--- src/rtl/mcu_debug_responder_if.sv ---
// Debug command channel between debug controller (master) and MCU responder (slave).
// Command is a one-cycle dbg_valid strobe; dbg_busy blocks new commands until completion.
interface mcu_debug_responder_if;
  logic        dbg_valid;
  logic [3:0]  dbg_fn;
  logic [31:0] dbg_addr;
  logic [31:0] dbg_d_in;
  logic        dbg_busy;
  logic [31:0] dbg_d_rd;
  logic        dbg_error;
  logic        dbg_halted;

  modport master (
    output dbg_valid, dbg_fn, dbg_addr, dbg_d_in,
    input  dbg_busy, dbg_d_rd, dbg_error, dbg_halted
  );

  modport slave (
    input  dbg_valid, dbg_fn, dbg_addr, dbg_d_in,
    output dbg_busy, dbg_d_rd, dbg_error, dbg_halted
  );
endinterface

--- src/rtl/mcu_debug_responder.sv ---
// MCU debug responder: maps debug commands onto core hold/reset, RF and data-memory debug ports.
// Latency: busy from accept+1 until completion; commands arriving while busy are dropped.
// Optional DBG_RESP_TIMEOUT_EN bounds MEM_WAIT and DRAIN by MEM_TIMEOUT cycles.
module mcu_debug_responder #(
  parameter int unsigned RST_CYCLES  = 4,
  parameter int unsigned MEM_TIMEOUT = 255
) (
  input  logic                  clk,
  input  logic                  reset_n,
  mcu_debug_responder_if.slave  dbg,
  input  logic                  cpu_idle,
  output logic                  cpu_hold,
  output logic                  cpu_reset,
  output logic [4:0]            rf_addr,
  output logic [31:0]           rf_wd,
  output logic                  rf_we,
  input  logic [31:0]           rf_rd,
  output logic [31:0]           mem_addr,
  output logic [31:0]           mem_wd,
  output logic                  mem_re,
  output logic                  mem_we,
  input  logic [31:0]           mem_rdata,
  input  logic                  mem_ack
);

  typedef enum logic [2:0] {
    S_RUN, S_DRAIN, S_HALTED, S_STEP_REL, S_RF_ACC, S_MEM_WAIT, S_RST
  } state_t;

  localparam logic [3:0] FN_NONE   = 4'd0;
  localparam logic [3:0] FN_PAUSE  = 4'd1;
  localparam logic [3:0] FN_RESUME = 4'd2;
  localparam logic [3:0] FN_STEP   = 4'd3;
  localparam logic [3:0] FN_RESET  = 4'd4;
  localparam logic [3:0] FN_MEM_RD = 4'd8;
  localparam logic [3:0] FN_MEM_WR = 4'd9;
  localparam logic [3:0] FN_REG_RD = 4'd10;
  localparam logic [3:0] FN_REG_WR = 4'd11;
  localparam int RST_W = $clog2(RST_CYCLES + 1);

  state_t            state_q, state_d;
  logic              busy_q, busy_d;
  logic              err_q, err_d;
  logic              err_pend_q, err_pend_d;
  logic              halted_q, halted_d;
  logic              hold_q, hold_d;
  logic              cpu_reset_q, cpu_reset_d;
  logic              was_halted_q, was_halted_d;
  logic [RST_W-1:0]  rst_cnt_q, rst_cnt_d;
  logic [31:0]       d_rd_q, d_rd_d;
  logic [4:0]        rf_addr_q, rf_addr_d;
  logic [31:0]       rf_wd_q, rf_wd_d;
  logic              rf_we_q, rf_we_d;
  logic [31:0]       mem_addr_q, mem_addr_d;
  logic [31:0]       mem_wd_q, mem_wd_d;
  logic              mem_re_q, mem_re_d;
  logic              mem_we_q, mem_we_d;
  logic              tmo_hit;
  logic              is_halted;

`ifdef DBG_RESP_TIMEOUT_EN
  localparam int TMO_W = $clog2(MEM_TIMEOUT + 1);
  logic [TMO_W-1:0] tmo_q, tmo_d;

  assign tmo_hit = (tmo_q == TMO_W'(MEM_TIMEOUT - 1));

  // Restarts on every entry to a waiting state, counts while the wait persists.
  always_comb begin
    tmo_d = '0;
    if ((state_q == S_MEM_WAIT || state_q == S_DRAIN) && state_d == state_q)
      tmo_d = tmo_q + 1'b1;
  end

  always_ff @(posedge clk) begin
    if (!reset_n) tmo_q <= '0;
    else          tmo_q <= tmo_d;
  end
`else
  assign tmo_hit = 1'b0;
`endif

  assign is_halted = (state_q == S_HALTED);

  always_comb begin
    state_d      = state_q;
    busy_d       = busy_q;
    err_d        = err_q;
    err_pend_d   = err_pend_q;
    halted_d     = halted_q;
    hold_d       = hold_q;
    cpu_reset_d  = cpu_reset_q;
    was_halted_d = was_halted_q;
    rst_cnt_d    = rst_cnt_q;
    d_rd_d       = d_rd_q;
    rf_addr_d    = rf_addr_q;
    rf_wd_d      = rf_wd_q;
    rf_we_d      = 1'b0;
    mem_addr_d   = mem_addr_q;
    mem_wd_d     = mem_wd_q;
    mem_re_d     = mem_re_q;
    mem_we_d     = mem_we_q;

    case (state_q)
      S_RUN, S_HALTED: begin
        // Single-cycle commands stay in RUN/HALTED and finish on the next edge.
        if (busy_q) begin
          busy_d = 1'b0;
          err_d  = err_pend_q;
        end else if (dbg.dbg_valid && dbg.dbg_fn != FN_NONE) begin
          busy_d     = 1'b1;
          err_d      = 1'b0;
          err_pend_d = 1'b0;
          case (dbg.dbg_fn)
            FN_PAUSE: begin
              if (!is_halted) begin
                state_d = S_DRAIN;
                hold_d  = 1'b1;
              end
            end
            FN_RESUME: begin
              state_d  = S_RUN;
              hold_d   = 1'b0;
              halted_d = 1'b0;
            end
            FN_STEP: begin
              if (is_halted) begin
                state_d  = S_STEP_REL;
                hold_d   = 1'b0;
                halted_d = 1'b0;
              end else begin
                err_pend_d = 1'b1;
              end
            end
            FN_RESET: begin
              state_d      = S_RST;
              cpu_reset_d  = 1'b1;
              was_halted_d = is_halted;
              rst_cnt_d    = RST_W'(RST_CYCLES - 1);
            end
            FN_REG_RD, FN_REG_WR: begin
              if (is_halted) begin
                state_d   = S_RF_ACC;
                rf_addr_d = dbg.dbg_addr[4:0];
                if (dbg.dbg_fn == FN_REG_WR) begin
                  rf_wd_d = dbg.dbg_d_in;
                  rf_we_d = 1'b1;
                end
              end else begin
                err_pend_d = 1'b1;
              end
            end
            FN_MEM_RD, FN_MEM_WR: begin
              if (is_halted && dbg.dbg_addr[1:0] == 2'b00) begin
                state_d    = S_MEM_WAIT;
                mem_addr_d = dbg.dbg_addr;
                mem_wd_d   = dbg.dbg_d_in;
                mem_re_d   = (dbg.dbg_fn == FN_MEM_RD);
                mem_we_d   = (dbg.dbg_fn == FN_MEM_WR);
              end else begin
                err_pend_d = 1'b1;
              end
            end
            default: err_pend_d = 1'b1;
          endcase
        end
      end
      S_DRAIN: begin
        if (cpu_idle || tmo_hit) begin
          state_d  = S_HALTED;
          halted_d = 1'b1;
          busy_d   = 1'b0;
          err_d    = !cpu_idle;
        end
      end
      S_STEP_REL: begin
        state_d = S_DRAIN;
        hold_d  = 1'b1;
      end
      S_RF_ACC: begin
        if (!rf_we_q) d_rd_d = rf_rd;
        state_d = S_HALTED;
        busy_d  = 1'b0;
        err_d   = 1'b0;
      end
      S_MEM_WAIT: begin
        if (mem_ack || tmo_hit) begin
          if (mem_ack && mem_re_q) d_rd_d = mem_rdata;
          mem_re_d = 1'b0;
          mem_we_d = 1'b0;
          state_d  = S_HALTED;
          busy_d   = 1'b0;
          err_d    = !mem_ack;
        end
      end
      S_RST: begin
        if (rst_cnt_q == '0) begin
          cpu_reset_d = 1'b0;
          state_d     = was_halted_q ? S_HALTED : S_RUN;
          busy_d      = 1'b0;
          err_d       = 1'b0;
        end else begin
          rst_cnt_d = rst_cnt_q - 1'b1;
        end
      end
      default: state_d = S_RUN;
    endcase
  end

  always_ff @(posedge clk) begin
    if (!reset_n) begin
      state_q      <= S_RUN;
      busy_q       <= 1'b0;
      err_q        <= 1'b0;
      err_pend_q   <= 1'b0;
      halted_q     <= 1'b0;
      hold_q       <= 1'b0;
      cpu_reset_q  <= 1'b0;
      was_halted_q <= 1'b0;
      rst_cnt_q    <= '0;
      d_rd_q       <= '0;
      rf_addr_q    <= '0;
      rf_wd_q      <= '0;
      rf_we_q      <= 1'b0;
      mem_addr_q   <= '0;
      mem_wd_q     <= '0;
      mem_re_q     <= 1'b0;
      mem_we_q     <= 1'b0;
    end else begin
      state_q      <= state_d;
      busy_q       <= busy_d;
      err_q        <= err_d;
      err_pend_q   <= err_pend_d;
      halted_q     <= halted_d;
      hold_q       <= hold_d;
      cpu_reset_q  <= cpu_reset_d;
      was_halted_q <= was_halted_d;
      rst_cnt_q    <= rst_cnt_d;
      d_rd_q       <= d_rd_d;
      rf_addr_q    <= rf_addr_d;
      rf_wd_q      <= rf_wd_d;
      rf_we_q      <= rf_we_d;
      mem_addr_q   <= mem_addr_d;
      mem_wd_q     <= mem_wd_d;
      mem_re_q     <= mem_re_d;
      mem_we_q     <= mem_we_d;
    end
  end

  assign dbg.dbg_busy   = busy_q;
  assign dbg.dbg_d_rd   = d_rd_q;
  assign dbg.dbg_error  = err_q;
  assign dbg.dbg_halted = halted_q;
  assign cpu_hold       = hold_q;
  assign cpu_reset      = cpu_reset_q;
  assign rf_addr        = rf_addr_q;
  assign rf_wd          = rf_wd_q;
  assign rf_we          = rf_we_q;
  assign mem_addr       = mem_addr_q;
  assign mem_wd         = mem_wd_q;
  assign mem_re         = mem_re_q;
  assign mem_we         = mem_we_q;

endmodule
--- src/flat_wrapper.sv ---
// flat-port wrapper written by rule: the top's interface ports become plain ports
module mcu_debug_responder_flat 
#(
  parameter int unsigned RST_CYCLES  = 4,
  parameter int unsigned MEM_TIMEOUT = 255
)
  (clk, reset_n, cpu_idle, cpu_hold, cpu_reset, rf_addr, rf_wd, rf_we, rf_rd, mem_addr, mem_wd, mem_re, mem_we, mem_rdata, mem_ack, dbg_dbg_valid, dbg_dbg_fn, dbg_dbg_addr, dbg_dbg_d_in, dbg_dbg_busy, dbg_dbg_d_rd, dbg_dbg_error, dbg_dbg_halted);
  mcu_debug_responder_if dbg_i ();
  input  logic clk;
  input  logic reset_n;
  input  logic cpu_idle;
  output logic cpu_hold;
  output logic cpu_reset;
  output logic [4:0] rf_addr;
  output logic [31:0] rf_wd;
  output logic rf_we;
  input  logic [31:0] rf_rd;
  output logic [31:0] mem_addr;
  output logic [31:0] mem_wd;
  output logic mem_re;
  output logic mem_we;
  input  logic [31:0] mem_rdata;
  input  logic mem_ack;
  input wire logic [$bits(dbg_i.dbg_valid)-1:0] dbg_dbg_valid;
  input wire logic [$bits(dbg_i.dbg_fn)-1:0] dbg_dbg_fn;
  input wire logic [$bits(dbg_i.dbg_addr)-1:0] dbg_dbg_addr;
  input wire logic [$bits(dbg_i.dbg_d_in)-1:0] dbg_dbg_d_in;
  output wire logic [$bits(dbg_i.dbg_busy)-1:0] dbg_dbg_busy;
  output wire logic [$bits(dbg_i.dbg_d_rd)-1:0] dbg_dbg_d_rd;
  output wire logic [$bits(dbg_i.dbg_error)-1:0] dbg_dbg_error;
  output wire logic [$bits(dbg_i.dbg_halted)-1:0] dbg_dbg_halted;
  assign dbg_i.dbg_valid = dbg_dbg_valid;
  assign dbg_i.dbg_fn = dbg_dbg_fn;
  assign dbg_i.dbg_addr = dbg_dbg_addr;
  assign dbg_i.dbg_d_in = dbg_dbg_d_in;
  assign dbg_dbg_busy = dbg_i.dbg_busy;
  assign dbg_dbg_d_rd = dbg_i.dbg_d_rd;
  assign dbg_dbg_error = dbg_i.dbg_error;
  assign dbg_dbg_halted = dbg_i.dbg_halted;
  mcu_debug_responder #(.RST_CYCLES(RST_CYCLES), .MEM_TIMEOUT(MEM_TIMEOUT)) u_core (.clk(clk), .reset_n(reset_n), .dbg(dbg_i), .cpu_idle(cpu_idle), .cpu_hold(cpu_hold), .cpu_reset(cpu_reset), .rf_addr(rf_addr), .rf_wd(rf_wd), .rf_we(rf_we), .rf_rd(rf_rd), .mem_addr(mem_addr), .mem_wd(mem_wd), .mem_re(mem_re), .mem_we(mem_we), .mem_rdata(mem_rdata), .mem_ack(mem_ack));
endmodule
--- config.mk ---
export PLATFORM = sky130hd
export DESIGN_NAME = mcu_debug_responder_flat
export DESIGN_NICKNAME = d
export VERILOG_FILES = /design/src/rtl/mcu_debug_responder_if.sv /design/src/rtl/mcu_debug_responder.sv /design/src/flat_wrapper.sv
export SDC_FILE = /design/constraint.sdc
export NUM_CORES = 1
export LEC_CHECK = 0
export ABC_AREA = 1
export CORE_MARGIN = 2
export CORE_UTILIZATION = 27
export DETAILED_ROUTE_END_ITERATION = 8
export SLEW_MARGIN = 25
export SYNTH_ARGS = -nofsm -noshare
export SYNTH_HDL_FRONTEND = slang
export SYNTH_SLANG_ARGS = --single-unit
--- constraint.sdc ---
create_clock -name clk -period 2.1 [get_ports clk]
set_clock_uncertainty 0.2 [all_clocks]
set_input_delay 0.42 -clock clk [delete_from_list [all_inputs] [get_ports clk]]
set_output_delay 0.42 -clock clk [all_outputs]
set_load 0.005 [all_outputs]
==> impl_results.md <==
- Status: finished clean
- Clock root buffer: clkbuf_16
- Post-CTS Hold Fix Bufs: 0
- CTS clk-pin slew, worst paths: 70 ps
- Die ar.: 22,700 um^2
- Wirelength per Cell: 14.3 um
- Final instance area: 9560 um^2
- Remaining DRCs: 0
- Post-Syn Area: 5820 um^2
- Library cells used by synthesis: 29
- Fmax: 510 MHz
- Share of cells above drive strength 1: 7.48%
- Hold crit path type: primary input to register
- First-pass GRT wire length: 29,600 um
- Hold_ws: 214 ps
- DR vias/cell: 4.53
- Fraction of registers with async set or reset after synthesis: 0%
- Die Span Y: 151 um
- Commonest cells post-synth: nor2_1 (154), dfxtp_1 (149), o21ai_0 (100)
- Slew headroom: 71.2%
- Ys Warns: 0
- Critical Path Start Type: register
- Antenna Nets Post-Route: 0
- Core Box Area: 21,100 um^2
- Port bufs: 277
- Mapped Cells: 762
- CP max-delay cell: clkdlybuf4s50_1
- Initial antenna violation count: 0
- Crit end category: output pin
- Pwr dens: 811 nW/um^2
- RePlAce Congestion: 0.875
- Mapped Nets: 901
- Critical path arrival: 1340 ps
- Mapped Avg Cell Area: 7.64 um^2
- Placed cell area: 9010 um^2
- Cell family contributing the most delay on the critical path: buffers and inverters
- # setup viols final: 0
- Critical Path RT: 1480 ps
- Post-synth top area share: 51.3%
- Top-count cell post-synth: nor2_1
- Via count: 6,025
- Initial DRC Count: 255
- Critical path, cell by cell: clkdlybuf4s50_1
- CTS buffer count: 17
- Maximum VDD drop: 0.436 mV
- Setup CP Type: register to output pin
- Vias in the first global route: 5,809
- Post-synth EDFFs: 0
- Area delta synth->final: 64.2%
- Routed WL: 19,000 um
- Setup Buffers After CTS: 0
- CTS resizes: 0
- CTS Buffer Depth: 2
- Io pins: 278
- Congestion Overflow GR: 0
- Util after Layout: 45.3%
- Pre-antenna DRT Iters: 4
- Top FF cell, synth: dfxtp_1
- #FFs+latches synth: 149
- WP buf/inv: 1
- Worst path max stage delay: 540 ps
- Nets: 1,183
- GRT Resource Usage Total: 16.6%
- H-tree Lvls: 4
- Fin. Hold Viols: 0
- Leak: 3.78 nW
- Crit path max fanout: 2
- Minimum clock period: 1960 ps
- Rows: 53
- Seq/Total Area, Yosys: 51.3%
- Number of fill cells: 2,133
- Worst skew pair latency: 420 ps
- Worst-Margin Slew: 428 ps
- Period utilisation layout: 93.4%
- Starting density of the core: 27.6%
- CTS tree: yes
- Top area cells in the synthesized netlist: dfxtp_1 (51%), nor2_1 (9.9%), o21ai_0 (8.6%)
- Cell taking the most area after synthesis: dfxtp_1
- Slew Viols, Final: 0
- RSZ-0062 raised after global routing: no
- Max Cap Viol: 0
- Largest net degree at the start of global routing: 65
- Num Clock Sinks: 149
- Die X: 151 um
- N_diodes: 0
- Post-DP HPWL: 13,700 um
[power breakdown]
part / internal, mW / leakage [nW] / switching (mW)
logic: 0.909 / 2.32 / 0.797
clock network: 1.54 / 0.261 / 1.30
registers: 3.07 / 1.20 / 0.141
[worst paths after layout]
kind	startpoint	to	slack, ps	cells past startpoint
setup / recovery	u_core.mem_wd[9]	mem_wd[9]	140	1
setup reg to reg	u_core.state_q[2]	u_core.mem_wd[29]	250	8
hold reg to reg	u_core.mem_addr[0]	u_core.mem_addr[0]	230	2
hold / removal	reset_n	u_core.dbg.dbg_d_rd[4]	210	3
[cell families after synthesis]
group	after synthesis	synth area share, %
simple gates	287	20.3
buf+inv	93	7.14
compound gates	231	20.9
fa+ha+maj	2	0.430
flops	149	51.3
[registers in the layout, indices dropped and copies added (netlist names)]
register               count
u_core.cpu_hold            1
u_core.cpu_reset           1
u_core.dbg.dbg_busy        1
u_core.dbg.dbg_d_rd       32
u_core.dbg.dbg_error       1
u_core.dbg.dbg_halted      1
u_core.err_pend_q          1
u_core.mem_addr           32
u_core.mem_re              1
u_core.mem_wd             32
u_core.mem_we              1
u_core.rf_addr             5
u_core.rf_wd              32
u_core.rf_we               1
u_core.rst_cnt_q           3
u_core.state_q             3
u_core.was_halted_q        1
[layer usage]
layer / vias to the layer above / track usage [%] / wire (um)
li1: 3097 / - / -
met1: 2691 / 19.8 / 8220
met2: 214 / 26.8 / 8580
met3: 23 / 6.78 / 1800
met4: 0 / 6.07 / 379
met5: - / 0 / 0
[placed cells by master (no fill, tap or decap)]
cell,synthesis,routed
a211oi_4,1,1
a21oi_1,52,52
a31oi_1,33,33
and3_1,3,3
buf_12,0,6
buf_4,3,28
clkbuf_16,0,17
clkdlybuf4s50_1,0,276
clkinv_1,1,1
clkinv_2,0,2
clkinv_4,0,2
clkinvlp_4,0,3
dfxtp_1,149,149
ha_1,2,2
inv_1,42,42
inv_2,3,3
inv_6,0,5
inv_8,0,2
nand2_1,98,98
nand2_2,3,3
nand3_1,17,17
nand3_2,1,1
nand3_4,1,1
nand4_1,2,2
nor2_1,154,154
nor2_2,1,1
nor2_4,2,2
nor2_8,1,1
nor3_1,1,1
nor4_1,2,2
o211ai_1,1,1
o21ai_0,100,100
o21ai_1,44,44
or2_2,1,1
[cell type report]
cell class | count | area, um^2 | share of cell area, %
timing repair buffer | 310 | 3090 | 32.4
sequential | 149 | 2980 | 31.2
multi-input combinational | 520 | 2420 | 25.3
clock buffer | 17 | 425 | 4.45
tap | 275 | 344 | 3.60
inverter | 46 | 173 | 1.81
clock inverter | 14 | 116 | 1.22
[per-stage QoR]
stage               setup TNS, ps  cells  total power [mW]  setup WS (ps)
finish                          0   1331              7.75            139
global route                    0   1331              8.21           17.2
CTS                             0   1331              7.88           88.5
detailed placement         -19860   1300              4.98           -265
global placement           -16210   1300              4.98           -192
floorplan                       0    762              4.06            395
Power figures use the tool's default switching activity.
